<file path="src/rtl/ubalance_pkg.sv">
// ============================================================================
// Module : ubalance_pkg
// Brief  : Shared types for the ubalance running-balance block.
// Rev    : 1.0 - initial release
// ============================================================================
`default_nettype none

package ubalance_pkg;

  typedef logic [7:0] u8;
  typedef u8          U8;
  typedef logic       bool;

  typedef enum logic {OP_CREDIT, OP_DEBIT} op_t;

  typedef enum logic [1:0] {ST_SOLVENT, ST_DEBT, ST_SATURATED} ubal_state_t;

endpackage

`default_nettype wire

</file>
<file path="src/rtl/ubalance_if.sv">
// ============================================================================
// Module : ubalance_if
// Brief  : Transaction-in / result-out handshake bundle for ubalance.
// Rev    : 1.0 - initial release
// ============================================================================
`default_nettype none

interface ubalance_if
  import ubalance_pkg::*;
#(
  parameter int DATA_WIDTH = 8
) ();

  logic                  in_valid;
  logic                  in_ready;
  op_t                   in_op;
  logic [DATA_WIDTH-1:0] in_amt;
  logic                  out_valid;
  logic                  out_ready;
  logic [DATA_WIDTH-1:0] out_bal;
  logic [DATA_WIDTH-1:0] out_def;
  logic                  out_uf;

  modport master (
    output in_valid, in_op, in_amt, out_ready,
    input  in_ready, out_valid, out_bal, out_def, out_uf
  );

  modport slave (
    input  in_valid, in_op, in_amt, out_ready,
    output in_ready, out_valid, out_bal, out_def, out_uf
  );

endinterface

`default_nettype wire

</file>
<file path="src/rtl/ubalance_usub.sv">
// ============================================================================
// Module : usub
// Brief  : Clamping unsigned subtract a - b; reports shortfall and underflow.
// Rev    : 1.0 - initial release
// ============================================================================
`default_nettype none

module usub #(
  parameter int DATA_WIDTH = 8
) (
  input  wire logic [DATA_WIDTH-1:0] i_a,
  input  wire logic [DATA_WIDTH-1:0] i_b,
  output      logic [DATA_WIDTH-1:0] o_out,
  output      logic [DATA_WIDTH-1:0] o_underflow,
  output      logic                  o_sig_uf
);

  logic [DATA_WIDTH:0] w_diff;

  assign w_diff      = {1'b0, i_a} - {1'b0, i_b};
  assign o_sig_uf    = w_diff[DATA_WIDTH];
  assign o_out       = o_sig_uf ? '0 : w_diff[DATA_WIDTH-1:0];
  // Borrow set: the low bits hold a-b mod 2^DW, so negate to get b-a.
  assign o_underflow = o_sig_uf ? (~w_diff[DATA_WIDTH-1:0] + 1'b1) : '0;

endmodule

`default_nettype wire

</file>
<file path="src/rtl/ubalance.sv">
// ============================================================================
// Module : ubalance
// Brief  : Running unsigned balance with deficit tracking over valid/ready.
//          Optional underflow counter enabled by UBALANCE_STATS_EN.
// Rev    : 1.0 - initial release
// ============================================================================
`default_nettype none

module ubalance
  import ubalance_pkg::*;
#(
  parameter int DATA_WIDTH = 8
`ifdef UBALANCE_STATS_EN
  ,
  parameter int CNT_WIDTH  = 16
`endif
) (
  input  wire logic     clk,
  input  wire logic     rst,
  input  wire logic     clr,
  ubalance_if.slave     bus,
  output      logic     def_sat
`ifdef UBALANCE_STATS_EN
  ,
  output      logic [CNT_WIDTH-1:0] uf_count
`endif
);

  localparam logic [1:0]            c_ST_SOLVENT   = 2'(ST_SOLVENT);
  localparam logic [1:0]            c_ST_DEBT      = 2'(ST_DEBT);
  localparam logic [1:0]            c_ST_SATURATED = 2'(ST_SATURATED);
  localparam logic [DATA_WIDTH-1:0] c_MAX          = '1;

  logic [DATA_WIDTH-1:0] r_bal;
  logic [DATA_WIDTH-1:0] r_def;
  logic                  r_uf;
  logic                  r_out_valid;
  logic                  r_def_sat;
  logic [1:0]            r_state;

  logic                  w_in_ready;
  logic                  w_accept;
  logic [DATA_WIDTH-1:0] w_sub_out;
  logic [DATA_WIDTH-1:0] w_shortfall;
  logic                  w_sig_uf;
  logic [DATA_WIDTH:0]   w_def_sum;
  logic [DATA_WIDTH:0]   w_bal_sum;
  logic [DATA_WIDTH-1:0] w_nxt_bal;
  logic [DATA_WIDTH-1:0] w_nxt_def;
  logic                  w_nxt_uf;
  logic                  w_def_clamp;
  logic [1:0]            w_nxt_state;

  assign w_in_ready = !r_out_valid || bus.out_ready;
  assign w_accept   = bus.in_valid && w_in_ready && !clr;

  usub #(.DATA_WIDTH(DATA_WIDTH)) u_usub (
    .i_a         (r_bal),
    .i_b         (bus.in_amt),
    .o_out       (w_sub_out),
    .o_underflow (w_shortfall),
    .o_sig_uf    (w_sig_uf)
  );

  assign w_def_sum = {1'b0, r_def} + {1'b0, w_shortfall};
  // Only used when amt > def, so the DW-bit difference cannot wrap.
  assign w_bal_sum = {1'b0, r_bal} + {1'b0, bus.in_amt - r_def};

  always_comb begin
    w_nxt_bal   = r_bal;
    w_nxt_def   = r_def;
    w_nxt_uf    = 1'b0;
    w_def_clamp = 1'b0;
    if (bus.in_op == OP_DEBIT) begin
      w_nxt_bal = w_sub_out;
      w_nxt_uf  = w_sig_uf;
      if (w_sig_uf) begin
        w_def_clamp = w_def_sum[DATA_WIDTH];
        w_nxt_def   = w_def_clamp ? c_MAX : w_def_sum[DATA_WIDTH-1:0];
      end
    end else begin
      // A solvent account has no deficit to repay.
      if ((r_state != c_ST_SOLVENT) && (r_def >= bus.in_amt)) begin
        w_nxt_def = r_def - bus.in_amt;
      end else begin
        w_nxt_def = '0;
        w_nxt_bal = w_bal_sum[DATA_WIDTH] ? c_MAX : w_bal_sum[DATA_WIDTH-1:0];
      end
    end
  end

  always_comb begin
    w_nxt_state = c_ST_DEBT;
    if (w_nxt_def == '0) begin
      w_nxt_state = c_ST_SOLVENT;
    end else if (w_nxt_def == c_MAX) begin
      w_nxt_state = c_ST_SATURATED;
    end
  end

  always_ff @(posedge clk or posedge rst) begin
    if (rst) begin
      r_bal       <= '0;
      r_def       <= '0;
      r_uf        <= 1'b0;
      r_out_valid <= 1'b0;
      r_def_sat   <= 1'b0;
      r_state     <= c_ST_SOLVENT;
    end else if (clr) begin
      r_bal       <= '0;
      r_def       <= '0;
      r_uf        <= 1'b0;
      r_out_valid <= 1'b0;
      r_def_sat   <= 1'b0;
      r_state     <= c_ST_SOLVENT;
    end else if (w_accept) begin
      r_bal       <= w_nxt_bal;
      r_def       <= w_nxt_def;
      r_uf        <= w_nxt_uf;
      r_out_valid <= 1'b1;
      r_def_sat   <= r_def_sat | w_def_clamp;
      r_state     <= w_nxt_state;
    end else if (bus.out_ready) begin
      r_out_valid <= 1'b0;
    end
  end

`ifdef UBALANCE_STATS_EN
  logic [CNT_WIDTH-1:0] r_uf_count;

  always_ff @(posedge clk or posedge rst) begin
    if (rst) begin
      r_uf_count <= '0;
    end else if (clr) begin
      r_uf_count <= '0;
    end else if (w_accept && w_nxt_uf && (r_uf_count != {CNT_WIDTH{1'b1}})) begin
      r_uf_count <= r_uf_count + 1'b1;
    end
  end

  assign uf_count = r_uf_count;
`endif

  assign bus.in_ready  = w_in_ready;
  assign bus.out_valid = r_out_valid;
  assign bus.out_bal   = r_bal;
  assign bus.out_def   = r_def;
  assign bus.out_uf    = r_uf;
  assign def_sat       = r_def_sat;

endmodule

`default_nettype wire

</file>
<file path="src/flat_wrapper.sv">
// flat-port wrapper written by rule: the top's interface ports become plain ports
module ubalance_flat import ubalance_pkg::*;
#(
  parameter int DATA_WIDTH = 8

)
  (clk, rst, clr, def_sat, bus_in_valid, bus_in_op, bus_in_amt, bus_out_ready, bus_in_ready, bus_out_valid, bus_out_bal, bus_out_def, bus_out_uf);
  ubalance_if #(.DATA_WIDTH(DATA_WIDTH)) bus_i ();
  input  wire logic clk;
  input  wire logic rst;
  input  wire logic clr;
  output      logic def_sat;
  input wire logic [$bits(bus_i.in_valid)-1:0] bus_in_valid;
  input wire logic [$bits(bus_i.in_op)-1:0] bus_in_op;
  input wire logic [$bits(bus_i.in_amt)-1:0] bus_in_amt;
  input wire logic [$bits(bus_i.out_ready)-1:0] bus_out_ready;
  output wire logic [$bits(bus_i.in_ready)-1:0] bus_in_ready;
  output wire logic [$bits(bus_i.out_valid)-1:0] bus_out_valid;
  output wire logic [$bits(bus_i.out_bal)-1:0] bus_out_bal;
  output wire logic [$bits(bus_i.out_def)-1:0] bus_out_def;
  output wire logic [$bits(bus_i.out_uf)-1:0] bus_out_uf;
  assign bus_i.in_valid = bus_in_valid;
  assign bus_i.in_op = bus_in_op;
  assign bus_i.in_amt = bus_in_amt;
  assign bus_i.out_ready = bus_out_ready;
  assign bus_in_ready = bus_i.in_ready;
  assign bus_out_valid = bus_i.out_valid;
  assign bus_out_bal = bus_i.out_bal;
  assign bus_out_def = bus_i.out_def;
  assign bus_out_uf = bus_i.out_uf;
  ubalance #(.DATA_WIDTH(DATA_WIDTH)) u_core (.clk(clk), .rst(rst), .clr(clr), .bus(bus_i), .def_sat(def_sat));
endmodule
</file>
<file path="config.mk">
export PLATFORM = sky130hd
export DESIGN_NAME = ubalance_flat
export DESIGN_NICKNAME = d
export VERILOG_FILES = /design/src/rtl/ubalance_pkg.sv /design/src/rtl/ubalance_if.sv /design/src/rtl/ubalance_usub.sv /design/src/rtl/ubalance.sv /design/src/flat_wrapper.sv
export SDC_FILE = /design/constraint.sdc
export NUM_CORES = 1
export LEC_CHECK = 0
export CORE_ASPECT_RATIO = 1.1
export CORE_UTILIZATION = 45
export DETAILED_ROUTE_END_ITERATION = 16
export GPL_TIMING_DRIVEN = 1
export PLACE_DENSITY_LB_ADDON = 0.2
export SETUP_SLACK_MARGIN = 0.05
export SYNTH_ARGS = -nofsm -noshare
export SYNTH_HDL_FRONTEND = slang
export SYNTH_SLANG_ARGS = --single-unit
</file>
<file path="constraint.sdc">
create_clock -name clk -period 3.87 [get_ports clk]
set_input_delay 0.387 -clock clk [delete_from_list [all_inputs] [get_ports clk]]
set_output_delay 0.387 -clock clk [all_outputs]
set_load 0.01 [all_outputs]
</file>
# After elaboration in Yosys (flattened, before gate mapping)
# Index checks and enable logic that the tools add are counted.
# W data, S select, Z words.
word_totals:
  ff_bits: 21
  latchBits: 0
  mem_bits_rw: 0
  romBits: 0
  inputBits: 14
  output_inout_bits: 20
  elab_cells: 55
  n_memories: 0
classes:
  n_addsub: 6
  multipliers: 0
  div: 0
  order_cmp: 1
  eq_ne: 2
  n_shift: 0
  n_mux: 27
  n_bitwise: 2
  reduce_logical: 11
op_table:
  columns: ["cell", "n"]
  rows:
  - ["$mux W8", 13]
  - ["$add A8 B8 Y9", 2]
  - ["$sub A8 B8 Y8", 2]
  - ["$mux W1", 10]
  - ["$sub A8 B8 Y9", 1]
  - ["$add A8 B1 Y8 const B", 1]
  - ["$eq A8 B8 Y1 const B", 1]
  - ["$ge A8 B8 Y1", 1]
  - ["$logic_not A8 Y1", 1]
  - ["$mux W2", 4]
  - ["$not A8 Y8", 1]
  - ["$reduce_bool A2 Y1", 2]
  - ["$logic_and A1 B1 Y1", 3]
  - ["$ne A3 B3 Y1 const B", 1]
  - ["$reduce_bool A3 Y1", 1]
  - ["$logic_not A1 Y1", 2]
  - ["$reduce_and A2 Y1", 1]
  - ["$logic_or A1 B1 Y1", 1]
  - ["$or A1 B1 Y1", 1]

# Depth between registers and ports, before layout
# Gate-level depths: netlist of the first run.
logic_depth:
  depth_word: 13
  depth_mapped: 20
  mapped_depth_nobuf: 20

# By module
# A second synthesis of the first run with hierarchy kept.
hier_totals:
  cells_unflattened: 384
  area_unflattened_um2: 3170.5
modules_own_cells:
  columns: ["module", "n_inst", "cells_each", "area_per_inst_um2", "seq_area_each_um2"]
  rows:
  - ["ubalance", 1, 295, 2546.2, 525.5]
  - ["usub", 1, 89, 624.3, 0.0]

# Least setup slack after synthesis of the first run
# Ideal clock, no wire load.
synth_path:
  kind: "flip-flop to flip-flop"
  start: "reg u_core.r_bal[0], in the netlist u_core.bus.out_bal[0]"
  end: "reg u_core.r_state[1]"
  setup_time_ns: 0.078
  arrival_time_ns: 4.202
  t_required_ns: 3.792
  slack_ns: -0.410
  path_stages_with_launch: 19
  n_path_buf: 0
  synth_period_minus_slack_ns: 4.280
  path_cell_list: "dfrtp_1 > inv_1 > ha_1 > inv_1 > fa_1 > a211o_1 > a2111oi_4 > nor2_1 > nor2_1 > ha_1 > fa_1 > a211o_1 > a211oi_1 > o221ai_1 > o221a_2 > a21oi_1 > or4_1 > or3_1 > a21oi_1"
synth_via:
  elab_chain_cells: 13
  elab_cells_between_ends: 14
  cone_classes: "add/sub: 3; eq/ne: 1; mux: 8; bitwise: 1; reduce/logical: 1"
synth_rtl:
  columns: ["item", "line_no", "source"]
  rows:
  - ["start, declared", "ubalance.sv:34", "logic [DATA_WIDTH-1:0] r_bal;"]
  - ["start signal, assigned", "ubalance.sv:117", "r_bal <= w_nxt_bal;"]
  - ["$sub A8 B8 Y9 *", "ubalance_usub.sv:20", "assign w_diff = {1'b0, i_a} - {1'b0, i_b};"]
  - ["$not A8 Y8", "ubalance_usub.sv:24", "assign o_underflow = o_sig_uf ? (~w_diff[DATA_WIDTH-1:0] + 1'b1) : '0;"]
  - ["$add A8 B1 Y8", "ubalance_usub.sv:24", null]
  - ["$mux W8", "ubalance_usub.sv:24", null]
  - ["$add A8 B8 Y9", "ubalance.sv:65", "assign w_def_sum = {1'b0, r_def} + {1'b0, w_shortfall};"]
  - ["$mux W8", "ubalance.sv:79", "w_nxt_def = w_def_clamp ? c_MAX : w_def_sum[DATA_WIDTH-1:0];"]
  - ["$mux W8 *", "ubalance.sv:77", "if (w_sig_uf) begin"]
  - ["$mux W8 *", "ubalance.sv:74", "if (bus.in_op == OP_DEBIT) begin"]
  - ["$eq A8 B8 Y1", "ubalance.sv:96", "end else if (w_nxt_def == c_MAX) begin"]
  - ["$mux W2", "ubalance.sv:96", null]
  - ["$mux W2 *", "ubalance.sv:94", "if (w_nxt_def == '0) begin"]
  - ["$mux W2 *", "ubalance.sv:116", "end else if (w_accept) begin"]
  - ["$mux W2 *", "ubalance.sv:109", "end else if (clr) begin"]
  - ["end signal, assigned", "ubalance.sv:108", "r_state <= c_ST_SOLVENT;"]
  - ["end signal, assigned", "ubalance.sv:115", "r_state <= c_ST_SOLVENT;"]
  - ["end signal, assigned", "ubalance.sv:122", "r_state <= w_nxt_state;"]
  - ["end, declared", "ubalance.sv:39", "logic [1:0] r_state;"]
# Mark *: on every way between the ends. The rest lies on a longest branch, timed or not. The select of a mux whose other input is x is not followed.
# A chain may end at the register's enable or synchronous reset.

# Worst setup path in the final report of the first run
# Same ends and word-level chain as after synthesis.

==> impl_metrics.json, run 1 <==
{
  "status": "complete, but fails checks",
  "violations": "setup timing",
  "drive_gt1_frac": 0.301,
  "grt_util_all_layers": 0.286,
  "drt_iter0_markers": 186,
  "setup_ws_ns": -0.541,
  "reg2reg_to": "u_core.r_state[1]",
  "die_x_um": 77.0,
  "whs_endpoint": "u_core.def_sat",
  "yosysWarnings": 0,
  "synth_area_mm2": 0.00278,
  "synth_edf_count": 0,
  "place_area_mm2": 0.00381,
  "drv_slew": 0,
  "fillers": 469,
  "clkTransAtPathRegs_ns": 0.10,
  "start_util": 0.473,
  "layout_common_cells": "97 x buf_4, 36 x ha_1, 34 x nand2_1",
  "synth_seq_area_share": 0.189,
  "syn_to_final_growth_pct": 49.2,
  "synth_cell_types": 47,
  "reg2reg_depth": 19,
  "cts_tree": "yes",
  "num_vias": 3062,
  "firstDrtPassIters": 4,
  "max-cap-violations": 0,
  "fp-row-count": 29,
  "relSlewSlack": 0.374,
  "ant_nets": 0,
  "antenna_found_initial": 0,
  "syn_nets": 412,
  "min_period_ns": 4.41,
  "cp_max_fo": 4,
  "irDropWorstVdd_mv": 0.285,
  "max_freq_ghz": 0.227,
  "grt_first_pass_wirelength_um": 14500,
  "num_io_pins": 34,
  "skew_ns": 0.00278,
  "crit_type": "register to register",
  "tightest_slew_ns": 0.937,
  "via_per_inst": 5.51,
  "numCtsBuffers": 3,
  "worst_ep_required_time_ns": 4.08,
  "power_leakage_nw": 2.05,
  "drc": 0,
  "internal_power_w": 0.00102,
  "wire_per_inst_um": 16.3,
  "dieArea_mm2": 0.00650,
  "pwr-share-seq": 0.147,
  "power_switching_w": 0.000795,
  "core_area_mm2": 0.00588,
  "synthCells": 353,
  "grt_overflow": 0,
  "ff2ff_setup_slack_ns": -0.54,
  "fp.dieH_um": 84.5,
  "post-route-util": 0.706,
  "clockBufferDepth": 2,
  "synth_ff_type": "dfrtp_1",
  "hold_path_startpoint": "u_core.def_sat",
  "min_period_over_period": 1.14,
  "diodes": 0,
  "grt_setup_unrepaired": "true",
  "dp_cells": 535,
  "h-tree-depth": 1,
  "first_global_vias": 3057,
  "min_path_type": "register to register",
  "cts_sinks": 21,
  "async_flop_share": 1.00,
  "r2r_start": "u_core.bus.out_bal[0]",
  "pwr-share-clk": 0.097,
  "clock_latency_ns": 0.29,
  "gp_congestion": 0.935,
  "endpoint_kind": "register",
  "stdcell_count": 556,
  "holdPathStages": 2,
  "routed_wl_um": 9090,
  "start_kind": "register",
  "cts_root_buf": "clkbuf_8",
  "hold_viol_final": 0,
  "setup_viol": 9,
  "power.density_mw_per_mm2": 436,
  "grt_start_max_net_pins": 22,
  "io_buffers": 33,
  "synth-seq-cells": 21,
  "fin_area_mm2": 0.00415,
  "layout_commonest_cell": "buf_4",
  "synth.avg_cell_area_um2": 7.88,
  "cp.arrival_ns": 4.62,
  "dp_hpwl_um": 7030,
  "fin_nets": 539,
  "sw_frac_of_total": 0.439,
  "combPwrFrac": 0.756
}
==> synth_stat cells (2+ instances only) <==
cell / number / area [µm²]
o21a_1: 3 / 22.5
xnor2_1: 19 / 166
o2111ai_1: 3 / 26.3
a2bb2oi_1: 2 / 17.5
a211oi_1: 8 / 60.1
nor2_1: 29 / 109
dfrtp_1: 21 / 526
fa_1: 5 / 100
inv_1: 35 / 131
a211o_1: 4 / 35.0
o211a_1: 2 / 20.0
and2_1: 2 / 12.5
nor3_1: 9 / 45.0
o21bai_1: 6 / 45.0
nand3b_1: 2 / 15.0
ha_1: 40 / 500
a21boi_0: 2 / 15.0
a31oi_1: 2 / 12.5
a21oi_1: 32 / 160
nand2_1: 35 / 131
nand4_1: 3 / 18.8
o2bb2ai_1: 2 / 17.5
or3_1: 3 / 18.8
nand3_1: 6 / 30.0
nor2b_1: 4 / 25.0
or4_1: 3 / 22.5
nor4_1: 2 / 12.5
o221ai_1: 6 / 52.6
clkbuf_1: 9 / 33.8
o21ai_0: 17 / 85.1
xor2_1: 13 / 114
a21o_1: 8 / 60.1
nand2b_1: 2 / 12.5
==> per-layer routing <==
metal  vias to the layer above  GRT usage  share of wire
met5                         -          0              0
met4                         0      0.145          0.033
met3                        25     0.0261          0.040
met2                        89      0.490           0.49
met1                      1439      0.356           0.43
li1                       1509          -              -
==> metrics by stage <==
step / setup slack (ns) / hold slack, ns / TNS [ns] / total power [W]
finish: -0.541 / 0.539 / -1.84 / 0.00181
global route: -0.684 / 0.564 / -3.32 / 0.00193
CTS: -0.506 / 0.533 / -1.63 / 0.00170
detailed placement: -1.12 / 0.504 / -7.64 / 0.00144
global placement: -1.11 / 0.495 / -7.56 / 0.00143
floorplan: -0.227 / 0.364 / -0.427 / 0.000954
==> worst max-delay path: stages (launching register included) <==
cell and delay [ns]:
dfrtp_1 0.40, inv_1 0.06, ha_2 0.18, inv_2 0.04, fa_2 0.36, a211o_4 0.37, a2111oi_4 0.40, nor2_4 0.08
buf_6 0.14, nor2_4 0.12, ha_4 0.15, fa_2 0.20, a211o_1 0.20, a211oi_2 0.10, o221ai_2 0.24, o221a_2 0.26
a21oi_2 0.04, or4_4 0.53, or3_1 0.34, a21oi_2 0.13
==> cells by family (layout without fill, tap and decap cells) <==
| family | Yosys count | in the layout | synth area share |
|---|---|---|---|
| XOR/XNOR | 32 | 32 | 0.101 |
| adder cells (fa/ha/maj) | 45 | 45 | 0.216 |
| AO/OA/AOI/OAI | 106 | 106 | 0.260 |
| flip-flops | 21 | 21 | 0.189 |
| buffers and inverters | 45 | 171 | 0.0621 |
| AND/OR/NAND/NOR | 104 | 104 | 0.172 |
==> timing repair <==
action	in CTS	in global routing
pin swaps	20	15
gates resized for setup	20	27
buffers inserted	13	5
hold endpoints to repair	0	0
endpoints found under the setup margin	11	11
hold buffers	0	0
==> sequential cells by signal, summed over array words and instances (netlist names) <==
name                  cells
u_core.bus.out_bal        8
u_core.bus.out_def        8
u_core.bus.out_uf         1
u_core.bus.out_valid      1
u_core.def_sat            1
u_core.r_state            2
==> area by class of cell <==
cell class	count	area, µm²	area share
Timing Repair Buffer	132	1080	0.260
Clock inverter	1	7.51	0.00181
Inverter	35	131	0.0317
Tap cell	77	96.3	0.0232
Clock buffer	3	41.3	0.00995
Sequential cell	21	526	0.127
Multi-Input combinational cell	287	2270	0.547
==> power by group through the flow <==
stage                     registers [W]  clock network, W  logic [W]
after global routing           0.000269          0.000179    0.00148
final                          0.000266          0.000175    0.00137
after global placement         0.000269                 0    0.00116
after detailed placement       0.000269                 0    0.00117
after floorplan                0.000282                 0   0.000672
after CTS                      0.000265          0.000178    0.00125
==> how the worst max path moves through the flow <==
stage                     depth (start not counted)             startpoint                 to
final                                            19  u_core.bus.out_bal[0]  u_core.r_state[1]
after global routing                             18  u_core.bus.out_bal[0]  u_core.r_state[1]
after CTS                                        19  u_core.bus.out_bal[0]  u_core.r_state[1]
after detailed placement                         19          bus_in_amt[0]  u_core.r_state[1]
after global placement                           19          bus_in_amt[0]  u_core.r_state[1]
after floorplan                                  18  u_core.bus.out_bal[0]  u_core.r_state[1]
(Power assumes the default switching activity.)
==> run 2, diff against run 1 <==
Settings changed: PLACE_DENSITY_LB_ADDON 0.2 to 0.15.
==> run 2 against run 1 <==
The run still ends with setup timing left. Clock power fell by 6%. Cell area rose by 2.3%. Fmax rose by 0.34%. Cell count fell by 0.54%. Flip-flop and latch count did not move. Largest cell class unchanged.
==> impl_metrics.json, run 2 (synthesis results as in run 1) <==
{
  "status": "complete, but fails checks",
  "violations": "setup timing",
  "start_util": 0.473,
  "layout_common_cells": "92 x buf_4, 35 x nand2_1, 33 x ha_1",
  "grt_start_max_net_pins": 22,
  "dp_hpwl_um": 7110,
  "max_freq_ghz": 0.227,
  "pre_cts_slack_ns": -1.03,
  "cp.buffers_inverters": 2,
  "setup_viol": 9,
  "setup_ws_ns": -0.526,
  "power_leakage_nw": 2.06,
  "skew_ns": 0.00490,
  "num_vias": 3098,
  "critPathSlowestCell": "or4_4",
  "syn_to_final_growth_pct": 52.6,
  "cts_tree": "yes",
  "drv_slew": 0,
  "cts_root_buf": "clkbuf_8",
  "min_period_over_period": 1.14,
  "crit_type": "register to register",
  "hold_buffers": 0,
  "grt_setup_unrepaired": "true",
  "grt_overflow": 0,
  "gp_congestion": 0.932,
  "diodes": 0,
  "cts_sinks": 21,
  "fp-row-count": 29,
  "cp_max_fo": 7,
  "clock_latency_ns": 0.28,
  "worst_ep_required_time_ns": 4.07,
  "fp.dieH_um": 84.5,
  "max-cap-violations": 0,
  "drc": 0,
  "grt_util_all_layers": 0.295,
  "start_kind": "register",
  "first_global_vias": 3246,
  "critPathMostFrequentCell": "a211o_1",
  "clockBufferDepth": 2,
  "grt_first_pass_wirelength_um": 15100,
  "clkTransAtPathRegs_ns": 0.10,
  "routed_wl_um": 9630,
  "irDropWorstVdd_mv": 0.249,
  "tightest_slew_ns": 0.950,
  "critical_path.top_delay_family": "compound AO/OA/AOI/OAI gates",
  "layout_commonest_cell": "buf_4",
  "ant_nets": 0,
  "die_x_um": 77.0,
  "relSlewSlack": 0.366,
  "hold_viol_final": 0,
  "core_area_mm2": 0.00588,
  "max_stage_delay_ns": 0.54,
  "cp.arrival_ns": 4.60,
  "power.total_w": 0.00190,
  "drive_gt1_frac": 0.311,
  "firstDrtPassIters": 4,
  "h-tree-depth": 1,
  "antenna_found_initial": 0,
  "min_period_ns": 4.40,
  "numCtsBuffers": 3,
  "drt_iter0_markers": 131,
  "power.density_mw_per_mm2": 447,
  "wire_per_inst_um": 17.4,
  "endpoint_kind": "register",
  "min_path_type": "register to register",
  "num_io_pins": 34,
  "fin_nets": 536,
  "via_per_inst": 5.60,
  "dieArea_mm2": 0.00650,
  "io_buffers": 33,
  "path_cells": "inv_1 -> ha_2 -> inv_2 -> fa_2 -> a211o_1 -> a2111oi_4 -> nor2_4 -> nor2_2 -> ha_2 -> fa_2 -> a211o_1 -> a211o_1 -> a21oi_2 -> a311oi_2 -> a21oi_2 -> or4_4 -> or3_1 -> a21oi_1"
}
## run 2: stage by stage
step           cell area [µm²]  setup TNS [ns]   util  cells  hold slack, ns
6_report                  4250           -1.82  0.722    553           0.523
5_1_grt                   4250           -3.85  0.722    553           0.529
4_1_cts                   4020           -2.04  0.683    547           0.521
3_5_place_dp              3790           -7.31  0.645    533           0.489
3_3_place_gp              3790           -6.94  0.645    533           0.486
2_1_floorplan             2810          -0.427      -    353           0.364
## run 2: area by class of cell
class | instances | area, µm²
Clock inverter | 1 | 5.00
Timing Repair Buffer | 129 | 1060
Clock buffer | 3 | 41.3
Inverter | 35 | 131
Sequential cell | 21 | 526
Multi-Input combinational cell | 287 | 2380
Tap cell | 77 | 96.3
Fill cell | 468 | 1630
## run 2: layer usage
layer | wire, µm | part of all wire | global-route usage
met1 | 3940 | 0.41 | 0.338
met3 | 437 | 0.045 | 0.0402
met4 | 353 | 0.037 | 0.128
met5 | 0 | 0 | 0
met2 | 4900 | 0.51 | 0.542
## run 2: final timing paths
check / from / endpoint / slack (ns) / cells after the start
max in group asynchronous: rst / u_core.bus.out_def[5] / 2.68 / 2
min in group asynchronous: rst / u_core.bus.out_def[3] / 0.61 / 2
worst max register to register: u_core.bus.out_bal[0] / u_core.r_state[1] / -0.53 / 18
worst min register to register: u_core.def_sat / u_core.def_sat / 0.52 / 2
worst max-delay path: u_core.bus.out_bal[0] / u_core.r_state[1] / -0.53 / 18
worst min-delay path: u_core.def_sat / u_core.def_sat / 0.52 / 2
## run 2: tightest hold or removal path: cells and delay by family, from the launching register on
| kind | cells | cell delay [ns] |
|---|---|---|
| AOI/OAI and AO/OA | 1 | 0.05 |
| DFF | 1 | 0.36 |
| and+or+nand+nor | 1 | 0.08 |
## run 2: power by group
group / switching, W / internal (W) / leakage [nW]
clock network: 0.0000917 / 0.0000723 / 0.0255
registers: 0.0000311 / 0.000242 / 0.282
logic: 0.000716 / 0.000746 / 1.75
## run 2: what timing repair did
item	in CTS	in global routing
endpoints found under the setup margin	11	11
gates cloned	0	0
buffers inserted	10	6
endpoints found under the hold margin	0	0
pin swaps	26	31
gates resized for setup	32	30
